[src/rtl/fft_axis_frame_tx_if.sv]
// AXI4-Stream bundle used on the FFT result output.
// The master drives data, valid and last; the slave drives ready.
interface fft_axis_frame_tx_if #(
    parameter int DATA_WDT = 32
);
    logic [DATA_WDT-1:0] tdata;
    logic                tvalid;
    logic                tlast;
    logic                tready;

    modport master (output tdata, output tvalid, output tlast, input tready);
    modport slave  (input tdata, input tvalid, input tlast, output tready);
endinterface

[src/rtl/fft_axis_frame_tx.sv]
// Streams one finished FFT frame from the sync-read result memory onto an AXIS master.
// A 2-entry skid buffer absorbs the memory read latency and downstream backpressure.
module fft_axis_frame_tx #(
    parameter int DATA_WDT = 32,
    parameter int FFT_LEN  = 1024,
    parameter int ADDR_WDT = $clog2(FFT_LEN),
    parameter int BIT_REV  = 0
) (
    input  logic                clk,
    input  logic                rst_n,
    input  logic                start,
    output logic                busy,
    output logic                done,
    output logic                mem_rd_en,
    output logic [ADDR_WDT-1:0] mem_rd_addr,
    input  logic [DATA_WDT-1:0] mem_rd_data,
    fft_axis_frame_tx_if.master m_axis
);

    typedef enum logic [1:0] {
        S_IDLE   = 2'd0,
        S_STREAM = 2'd1,
        S_FLUSH  = 2'd2
    } state_t;

    localparam logic [ADDR_WDT-1:0] LAST_IDX = ADDR_WDT'(FFT_LEN - 1);

    state_t              state_q, state_d;
    logic [ADDR_WDT-1:0] rd_idx_q, rd_idx_d;
    logic [ADDR_WDT-1:0] out_idx_q, out_idx_d;
    logic                inflight_q, inflight_d;
    logic [1:0]          cnt_q, cnt_d;
    logic [DATA_WDT-1:0] ent0_q, ent0_d;
    logic [DATA_WDT-1:0] ent1_q, ent1_d;
    logic                done_q, done_d;

    logic                pop;
    logic                rd_en;
    logic [2:0]          occ;
    logic [ADDR_WDT-1:0] rd_addr_rev;

    assign pop = (cnt_q != 2'd0) && m_axis.tready;
    // Credit counts the slot freed by this cycle's pop so the stream runs without bubbles.
    assign occ = {1'b0, cnt_q} + {2'b00, inflight_q} - {2'b00, pop};

    always_comb begin
        state_d  = state_q;
        rd_idx_d = rd_idx_q;
        done_d   = 1'b0;
        rd_en    = 1'b0;
        case (state_q)
            S_IDLE: begin
                if (start) begin
                    state_d  = S_STREAM;
                    rd_idx_d = '0;
                end
            end
            S_STREAM: begin
                if (occ < 3'd2) begin
                    rd_en    = 1'b1;
                    rd_idx_d = rd_idx_q + ADDR_WDT'(1);
                    if (rd_idx_q == LAST_IDX) begin
                        state_d = S_FLUSH;
                    end
                end
            end
            S_FLUSH: begin
                if (pop && (out_idx_q == LAST_IDX)) begin
                    state_d = S_IDLE;
                    done_d  = 1'b1;
                end
            end
            default: state_d = S_IDLE;
        endcase
    end

    always_comb begin
        ent0_d     = ent0_q;
        ent1_d     = ent1_q;
        cnt_d      = cnt_q;
        inflight_d = rd_en;
        out_idx_d  = pop ? (out_idx_q + ADDR_WDT'(1)) : out_idx_q;
        case ({inflight_q, pop})
            2'b10: begin
                if (cnt_q == 2'd0) begin
                    ent0_d = mem_rd_data;
                end else begin
                    ent1_d = mem_rd_data;
                end
                cnt_d = cnt_q + 2'd1;
            end
            2'b01: begin
                ent0_d = ent1_q;
                cnt_d  = cnt_q - 2'd1;
            end
            2'b11: begin
                if (cnt_q == 2'd1) begin
                    ent0_d = mem_rd_data;
                end else begin
                    ent0_d = ent1_q;
                    ent1_d = mem_rd_data;
                end
            end
            default: ;
        endcase
    end

    always_comb begin
        rd_addr_rev = '0;
        for (int i = 0; i < ADDR_WDT; i++) begin
            rd_addr_rev[i] = rd_idx_q[ADDR_WDT-1-i];
        end
    end

    always_ff @(posedge clk or negedge rst_n) begin
        if (!rst_n) begin
            state_q    <= S_IDLE;
            rd_idx_q   <= '0;
            out_idx_q  <= '0;
            inflight_q <= 1'b0;
            cnt_q      <= 2'd0;
            ent0_q     <= '0;
            ent1_q     <= '0;
            done_q     <= 1'b0;
        end else begin
            state_q    <= state_d;
            rd_idx_q   <= rd_idx_d;
            out_idx_q  <= out_idx_d;
            inflight_q <= inflight_d;
            cnt_q      <= cnt_d;
            ent0_q     <= ent0_d;
            ent1_q     <= ent1_d;
            done_q     <= done_d;
        end
    end

    assign busy          = (state_q != S_IDLE);
    assign done          = done_q;
    assign mem_rd_en     = rd_en;
    assign mem_rd_addr   = (BIT_REV != 0) ? rd_addr_rev : rd_idx_q;
    assign m_axis.tvalid = (cnt_q != 2'd0);
    assign m_axis.tdata  = ent0_q;
    assign m_axis.tlast  = (cnt_q != 2'd0) && (out_idx_q == LAST_IDX);

endmodule

[src/flat_wrapper.sv]
// flat-port wrapper written by rule: the top's interface ports become plain ports
module fft_axis_frame_tx_flat 
#(
    parameter int DATA_WDT = 32,
    parameter int FFT_LEN  = 1024,
    parameter int ADDR_WDT = $clog2(FFT_LEN),
    parameter int BIT_REV  = 0
)
  (clk, rst_n, start, busy, done, mem_rd_en, mem_rd_addr, mem_rd_data, m_axis_tdata, m_axis_tvalid, m_axis_tlast, m_axis_tready);
  fft_axis_frame_tx_if #(.DATA_WDT(DATA_WDT)) m_axis_i ();
  input  logic clk;
  input  logic rst_n;
  input  logic start;
  output logic busy;
  output logic done;
  output logic mem_rd_en;
  output logic [ADDR_WDT-1:0] mem_rd_addr;
  input  logic [DATA_WDT-1:0] mem_rd_data;
  output wire logic [$bits(m_axis_i.tdata)-1:0] m_axis_tdata;
  output wire logic [$bits(m_axis_i.tvalid)-1:0] m_axis_tvalid;
  output wire logic [$bits(m_axis_i.tlast)-1:0] m_axis_tlast;
  input wire logic [$bits(m_axis_i.tready)-1:0] m_axis_tready;
  assign m_axis_tdata = m_axis_i.tdata;
  assign m_axis_tvalid = m_axis_i.tvalid;
  assign m_axis_tlast = m_axis_i.tlast;
  assign m_axis_i.tready = m_axis_tready;
  fft_axis_frame_tx #(.DATA_WDT(DATA_WDT), .FFT_LEN(FFT_LEN), .ADDR_WDT(ADDR_WDT), .BIT_REV(BIT_REV)) u_core (.clk(clk), .rst_n(rst_n), .start(start), .busy(busy), .done(done), .mem_rd_en(mem_rd_en), .mem_rd_addr(mem_rd_addr), .mem_rd_data(mem_rd_data), .m_axis(m_axis_i));
endmodule
[config.mk]
export PLATFORM = sky130hd
export DESIGN_NAME = fft_axis_frame_tx_flat
export DESIGN_NICKNAME = d
export VERILOG_FILES = /design/src/rtl/fft_axis_frame_tx_if.sv /design/src/rtl/fft_axis_frame_tx.sv /design/src/flat_wrapper.sv
export SDC_FILE = /design/constraint.sdc
export NUM_CORES = 1
export LEC_CHECK = 0
export ABC_AREA = 1
export CORE_MARGIN = 4
export CORE_UTILIZATION = 48
export CTS_BUF_LIST = sky130_fd_sc_hd__clkbuf_8
export DETAILED_ROUTE_END_ITERATION = 8
export GPL_TIMING_DRIVEN = 1
export PLACE_DENSITY = 0.87
export RECOVER_POWER = 50
export SLEW_MARGIN = 5
export SYNTH_ARGS = -nofsm -noshare
export SYNTH_HDL_FRONTEND = slang
export SYNTH_SLANG_ARGS = --single-unit
[constraint.sdc]
create_clock -name clk -period 3.6 [get_ports clk]
set_input_delay 1.08 -clock clk [delete_from_list [all_inputs] [get_ports clk]]
set_output_delay 1.08 -clock clk [all_outputs]
set_load 0.01 [all_outputs]
==> results of run 1 <==
sequential cells by signal (all words and copies together), names as in the netlist:
register and count:
u_core.state_q 2, u_core.out_idx_q 10, u_core.done 1, u_core.ent1_q 32
u_core.inflight_q 1, u_core.cnt_q 2, u_core.mem_rd_addr 10, u_core.m_axis.tdata 32
through the flow:
stage          worst slack (ps)  area, sq um  total power [mW]  utilization  std cells
6_report                   76.0         5410              4.62        0.649        694
2_1_floorplan              27.8         4160              2.90            -        495
3_3_place_gp              -1010         5140              3.72        0.616        675
3_5_place_dp              -1040         5140              3.83        0.616        675
4_1_cts                    12.0         5380              4.64        0.645        692
5_1_grt                   -7.89         5410              5.02        0.649        694
what timing repair did:
action | in CTS | in global routing
gates resized for setup | 15 | 6
setup endpoints to repair | 1 | 1
pin swaps | 5 | 4
gates cloned | 0 | 0
buffers inserted | 1 | 2
layout by cell type, fill, tap and decap left out, types with 2 or more instances in the layout:
master | Yosys | layout
o21ai_1 | 10 | 10
a31oi_1 | 32 | 32
nand4_1 | 5 | 5
inv_2 | 2 | 3
buf_4 | 0 | 16
dfrtp_1 | 90 | 90
clkinv_2 | 0 | 2
clkbuf_8 | 0 | 9
nor2_4 | 1 | 2
nand2_1 | 115 | 115
bufinv_16 | 0 | 2
xnor2_1 | 4 | 4
o21ai_0 | 28 | 28
o21ai_4 | 1 | 2
nand3_1 | 47 | 46
clkbuf_1 | 6 | 2
nor2_2 | 0 | 2
clkdlybuf4s50_1 | 0 | 79
a21oi_1 | 6 | 5
ha_1 | 5 | 4
inv_1 | 58 | 59
nor2_1 | 55 | 52
xor2_1 | 4 | 4
cells by family (layout without fill, tap and decap cells):
family / count (synthesis) / in the layout / synth area share
AO/OA/AOI/OAI: 78 / 78 / 0.107
buffers and inverters: 82 / 176 / 0.0788
XOR/XNOR: 8 / 8 / 0.0169
adder cells (fa/ha/maj): 6 / 6 / 0.0199
AND/OR/NAND/NOR: 231 / 231 / 0.236
flip-flops: 90 / 90 / 0.542
worst max-delay path by stage:
stage               slack (ps)         to
global placement         -1010  mem_rd_en
floorplan                   30  mem_rd_en
finish                      80  mem_rd_en
CTS                         10  mem_rd_en
detailed placement       -1040  mem_rd_en
global route                -8  mem_rd_en
power groups by stage:
stage	Sequential [mW]	Clock, mW	Combinational (mW)
after global routing	1.78	0.790	2.45
after global placement	1.72	0	2.01
after floorplan	1.79	0	1.11
after CTS	1.73	0.745	2.16
final	1.73	0.722	2.17
after detailed placement	1.74	0	2.09
final cells by class:
| type | count | area [sq um] |
|---|---|---|
| inverters | 60 | 225 |
| fillers | 676 | 2930 |
| repair buffers | 100 | 965 |
| multi-input cells | 323 | 1630 |
| flip-flops and latches | 90 | 2250 |
| well taps | 105 | 131 |
| clock buffers | 9 | 124 |
| clock inverters | 7 | 86.3 |
layer usage:
layer  wire, um  track usage  vias up
met5          0            0        -
met2       4680        0.326      111
met4        136       0.0746        0
met3        534       0.0353       10
li1           -            -     1778
met1       3960        0.246     1648
==> metrics.cfg, run 1 <==
[timing]
setup_viol=0
whs_ps=459
skew_ps=11.9
fmax_ghz=0.284
drv_slew=38
post-route-min-period_ps=3520
final.period_utilization=0.979
tns_ps=0
finalHoldViolCount=0
relSlewSlack=-0.102
tightestPinTransition_ps=1650

[cells_and_area]
nets=626
area_growth_syn_to_layout_pct=30.1
antenna-diode-count=0
drive_above_1_share=0.0866

[worst_setup_path]
critPathRequiredTime_ps=2520
cp_cell_sequence=buf_8 > nand2_4 > ha_4 > nor2_4 > fa_2 > a21oi_2 > nand3_2 > inv_2 > buf_6
crit_path_start_kind=input port
path_class=input port to primary output
critPathSlowestCell=fa_2
end_kind=primary output
arrival_ps=2440
max_stage_delay_ps=450
startpoint=m_axis_tready
critical-path-top-delay-family=adder cells
reg2reg_depth=10
cp.depth=9
rr_startpoint=u_core.cnt_q[0]
worst-path-buf-inv=3
r2r-end=u_core.ent1_q[16]
rrSetupSlack_ps=390
worst-path-max-fanout=3

[routing]
vias=3547
drc=0
first_iter_violations=207
routed_wl_um=9300
vias_per_cell=5.11
detail-route-antenna-nets=0
post_drt_wl_per_cell_um=13.4
drt_first_pass_iters=4

[hold_path]
min_to=u_core.done
holdPathStages=1
hp-start=u_core.state_q[0]
min_path_type=flop to flop

[die]
die_area_sq_um=10200
die_w_um=101
pin_count=83
start_util=0.498
core_area_sq_um=8340
die_h_um=101
rows=33

[pwr]
p_switching_mw=1.77
swShare=0.383
p_int_mw=2.85
clkPwrFrac=0.156
combPwrFrac=0.470
power_frac_seq=0.374
p_leak_nw=2.48
peakVddDrop_v=0.000704
p_per_area_nw_per_um2=854

[synth]
synth_ff_type=dfrtp_1
syn_area_sq_um=4160
ys_warn_count=0
synthTopCellsByArea=dfrtp_1 (54%), nand2_1 (10%), nand3_1 (5.7%)
synth_cell_type_count=27
synth_top_area_frac=0.542
yosysMostFrequentCell=nand2_1
ys_ff_latch=90
synthArstFlopShare=1.00
synth_cells=495
syn_area_per_cell_sq_um=8.40
synth_common_cells=nand2_1 (115), dfrtp_1 (90), inv_1 (58)
synth_enable_flop_cells=0
syn_nets=537
seq_area_frac_synth=0.542
yosys.area.top_type=dfrtp_1

[grt]
grt_usage=0.193
grt_pass1_wl_um=15800
gr-total-overflow=0
grt_max_degree=91
antenna_found_initial=0
first_global_vias=3532

[clocking]
htree_levels=3
cts_tree=yes
clkTransAtPathRegs_ps=80
cts_root_buf=clkbuf_8
hold_buffers=0
cts_made_buffers=9
cts.sinks=90
clockBufferDepth=2
clk_latency_ps=350

[outcome]
outcome=finished with violations
failed_checks=capacitance limit, slew limit

[flow_run]
maxCapViolations=1

[placed_design]
dpl.hpwl_um=6340
gp_congestion=0.845
portBuffers=82

(Power assumes the default switching activity.)
==> run 2, diff against run 1 <==
ABC_AREA = default   (was 1)
GPL_TIMING_DRIVEN = 0   (was 1)
PLACE_DENSITY = 0.88   (was 0.87)
SKIP_CTS_REPAIR_TIMING = 1   (was default)
==> run 2 against run 1 <==
Against the previous run: the run ends with capacitance limit, slew limit, setup timing left; sequential share of layout area is 1.1 points higher; cell area is 2.7% lower; critical path depth is 2 higher; clock power is 16% higher; sequential cell count stayed put; fmax is 13% lower; critical endpoint unchanged.
==> metrics.cfg, run 2 <==
[clocking]
clk_latency_ps=350  ; about the same
clkTransAtPathRegs_ps=90  ; was 80 ps
cts_tree=yes  ; unchanged
cts.sinks=90  ; unchanged
clockBufferDepth=2  ; unchanged
htree_levels=3  ; unchanged
cts_root_buf=clkbuf_8  ; unchanged
cts_made_buffers=9  ; unchanged

[timing]
skew_ps=12.8  ; was 11.9 ps
whs_ps=480  ; was 459 ps
setup_viol=1  ; was 0
relSlewSlack=-0.411  ; was -0.102
tightestPinTransition_ps=2120  ; was 1650 ps
fmax_ghz=0.248  ; was 0.284 GHz
setup_ws_ps=-429  ; was 76.0 ps
finalHoldViolCount=0  ; unchanged
post-route-min-period_ps=4030  ; was 3520 ps
drv_slew=42  ; was 38
rsz0062_at_grt=true
final.period_utilization=1.12  ; was 0.979

[synth]
synth_cells=340  ; was 495
synthArstFlopShare=1.00  ; unchanged
synth_common_cells=dfrtp_1 (90), nand2_1 (54), mux2i_1 (35), o21ai_0 (35), mux2_2 (32)  ; was nand2_1 (115), dfrtp_1 (90), inv_1 (58)
synth_ff_type=dfrtp_1  ; unchanged
yosys.area.top_type=dfrtp_1  ; unchanged
ys_ff_latch=90  ; unchanged
synth_top_area_frac=0.569  ; was 0.542
syn_nets=382  ; was 537
syn_area_per_cell_sq_um=11.6  ; was 8.40 sq um
yosysMostFrequentCell=dfrtp_1  ; was nand2_1
syn_area_sq_um=3960  ; was 4160 sq um
synth_cell_type_count=34  ; was 27
ys_warn_count=0  ; unchanged
synth_enable_flop_cells=0  ; unchanged
synthTopCellsByArea=dfrtp_1 (57%), mux2_2 (9.1%), mux2i_1 (8.9%)  ; was dfrtp_1 (54%), nand2_1 (10%), nand3_1 (5.7%)
seq_area_frac_synth=0.569  ; was 0.542

[worst_setup_path]
cp_cell_sequence=buf_6 > nor2b_1 > buf_4 > clkinv_4 > ha_4 > nor2_4 > fa_1 > nand2b_4 > or3_4 > inv_4 > buf_6  ; was buf_8 > nand2_4 > ha_4 > nor2_4 > fa_2 > a21oi_2 > nand3_2 > inv_2 > buf_6
crit_path_start_kind=input port  ; unchanged
worst-path-max-fanout=3  ; unchanged
crit_path_frequent_cell=buf_6
max_stage_delay_ps=430  ; was 450 ps
critPathSlowestCell=fa_1  ; was fa_2
arrival_ps=2950  ; was 2440 ps
worst-path-buf-inv=5  ; was 3
critPathRequiredTime_ps=2520  ; about the same
end_kind=primary output  ; unchanged
critical-path-top-delay-family=simple AND/OR/NAND/NOR gates  ; was adder cells
path_class=input port to primary output  ; unchanged

[routing]
post_drt_wl_per_cell_um=15.9  ; was 13.4 um
first_iter_violations=95  ; was 207
detail-route-antenna-nets=0  ; unchanged
vias=2933  ; was 3547
routed_wl_um=8710  ; was 9300 um
drc=0  ; unchanged
vias_per_cell=5.35  ; was 5.11
drt_first_pass_iters=4  ; unchanged

[pwr]
peakVddDrop_v=0.000395  ; was 0.000704 V
p_per_area_nw_per_um2=896  ; was 854 nW/um^2
p_int_mw=3.10  ; was 2.85 mW
clkPwrFrac=0.178  ; was 0.156
swShare=0.343  ; was 0.383
combPwrFrac=0.450  ; was 0.470
power_frac_seq=0.372  ; was 0.374
p_leak_nw=2.37  ; was 2.48 nW
p_switching_mw=1.62  ; was 1.77 mW

[placed_design]
place_inst=525  ; was 675
portBuffers=82  ; unchanged
dpl.hpwl_um=6320  ; was 6340 um
gp_congestion=0.811  ; was 0.845

[cells_and_area]
antenna-diode-count=0  ; unchanged
nFillCells=612  ; was 676
area_growth_syn_to_layout_pct=33.0  ; was 30.1%
multi_input_area_sq_um=1630  ; unchanged
mostFrequentLayoutCells=dfrtp_1 (90), clkdlybuf4s50_1 (79), nand2_1 (54)  ; was nand2_1 (115), dfrtp_1 (90), clkdlybuf4s50_1 (79)
drive_above_1_share=0.170  ; was 0.0866
nets=484  ; was 626
layout_commonest_cell=dfrtp_1  ; was nand2_1
final_cells=548  ; was 694
seq_area_sq_um=2250  ; unchanged

[grt]
use_met3=0.0354  ; was 0.0353
first_global_vias=3009  ; was 3532
antenna_found_initial=0  ; unchanged
grt_pass1_wl_um=14500  ; was 15800 um
met1_usage=0.227  ; was 0.246
grt_max_degree=51  ; was 91
busiest_layer=met2  ; unchanged
gr-total-overflow=0  ; unchanged
met2_usage=0.318  ; was 0.326
grt_usage=0.183  ; was 0.193

[die]
core_area_sq_um=7890  ; was 8340 sq um
start_util=0.502  ; was 0.498
pin_count=83  ; unchanged
die_area_sq_um=9760  ; was 10200 sq um
die_w_um=98.8  ; was 101 um
rows=32  ; was 33
die_h_um=98.8  ; was 101 um

[flow_run]
maxCapViolations=1  ; unchanged

[hold_path]
min_path_type=flop to flop  ; unchanged

[outcome]
outcome=finished with violations  ; unchanged
failed_checks=capacitance limit, slew limit, setup timing  ; was capacitance limit, slew limit

-- run 2: cell count changes after synthesis, moves of 3 or more --
| cell | previous run | this run |
|---|---|---|
| nand2_1 | 115 | 54 |
| nor2_1 | 55 | 5 |
| inv_1 | 58 | 13 |
| nand3_1 | 47 | 6 |
| mux2i_1 | 0 | 35 |
| a31oi_1 | 32 | 0 |
| mux2_2 | 0 | 32 |
| o21ai_1 | 10 | 0 |
| buf_2 | 16 | 7 |
| o21ai_0 | 28 | 35 |
| o31ai_1 | 0 | 5 |
| or4_1 | 0 | 4 |
| xnor2_1 | 4 | 8 |
| nand4_1 | 5 | 2 |
-- run 2: cell type report --
cell class / instances / share of cell area
flip-flops and latches: 90 / 0.428
well taps: 102 / 0.0242
plain buffers: 15 / 0.0128
inverters: 13 / 0.0107
clock buffers: 11 / 0.0288
repair buffers: 91 / 0.168
clock inverters: 4 / 0.0188
multi-input cells: 222 / 0.309
-- run 2: kinds of logic after synthesis --
group	Yosys count	share of synthesized area
adder cells (fa/ha/maj)	6	0.0209
AND/OR/NAND/NOR	85	0.0999
XOR/XNOR	12	0.0266
AO/OA/AOI/OAI	52	0.0752
buffers and inverters	28	0.0288
flip-flops	90	0.569
multiplexers	67	0.180
-- run 2: final timing paths --
check	from	endpoint	slack (ps)	cells past startpoint
setup / recovery	m_axis_tready	mem_rd_en	-430	11
hold / removal	u_core.m_axis.tdata[13]	u_core.m_axis.tdata[13]	480	2
setup reg to reg	u_core.cnt_q[0]	u_core.mem_rd_addr[5]	370	13
hold reg to reg	u_core.m_axis.tdata[13]	u_core.m_axis.tdata[13]	480	2
max in group asynchronous	rst_n	u_core.cnt_q[0]	530	2
min in group asynchronous	rst_n	u_core.mem_rd_addr[1]	1330	1
-- run 2: metal layers --
metal  routed length (um)  vias up
met5                    0        -
met4                  159        0
met3                  346       12
met2                 4620       60
met1                 3580     1477
li1                     -     1384
-- run 2: per-stage QoR --
stage / power (mW) / setup slack [ps] / utilization / area [sq um] / setup TNS, ps
3_5_place_dp: 3.79 / -1380 / 0.630 / 4970 / -4230
6_report: 4.72 / -429 / 0.668 / 5270 / -429
3_3_place_gp: 3.67 / -1710 / 0.626 / 4940 / -157150
4_1_cts: 4.64 / -1400 / 0.661 / 5220 / -1710
5_1_grt: 5.04 / -479 / 0.668 / 5270 / -3740
2_1_floorplan: 2.94 / -238 / - / 3990 / -238
-- run 2: tightest hold or removal path: stages (launching register included) --
cell	delay [ps]
dfrtp_1	350
nand2_1	40
o21ai_0	60
-- run 2: power by group through the flow --
stage / clock network [mW] / registers, mW / logic [mW]
after detailed placement: 0 / 1.77 / 2.02
after floorplan: 0 / 1.80 / 1.14
after CTS: 0.848 / 1.75 / 2.03
after global routing: 0.892 / 1.82 / 2.33
final: 0.839 / 1.75 / 2.13
after global placement: 0 / 1.74 / 1.92
==> run 3, diff against run 2 <==
GPL_ROUTABILITY_DRIVEN = 0   (was default)
==> results of run 3 <==
Final layout, timing and power as in run 2 (identical DEF).
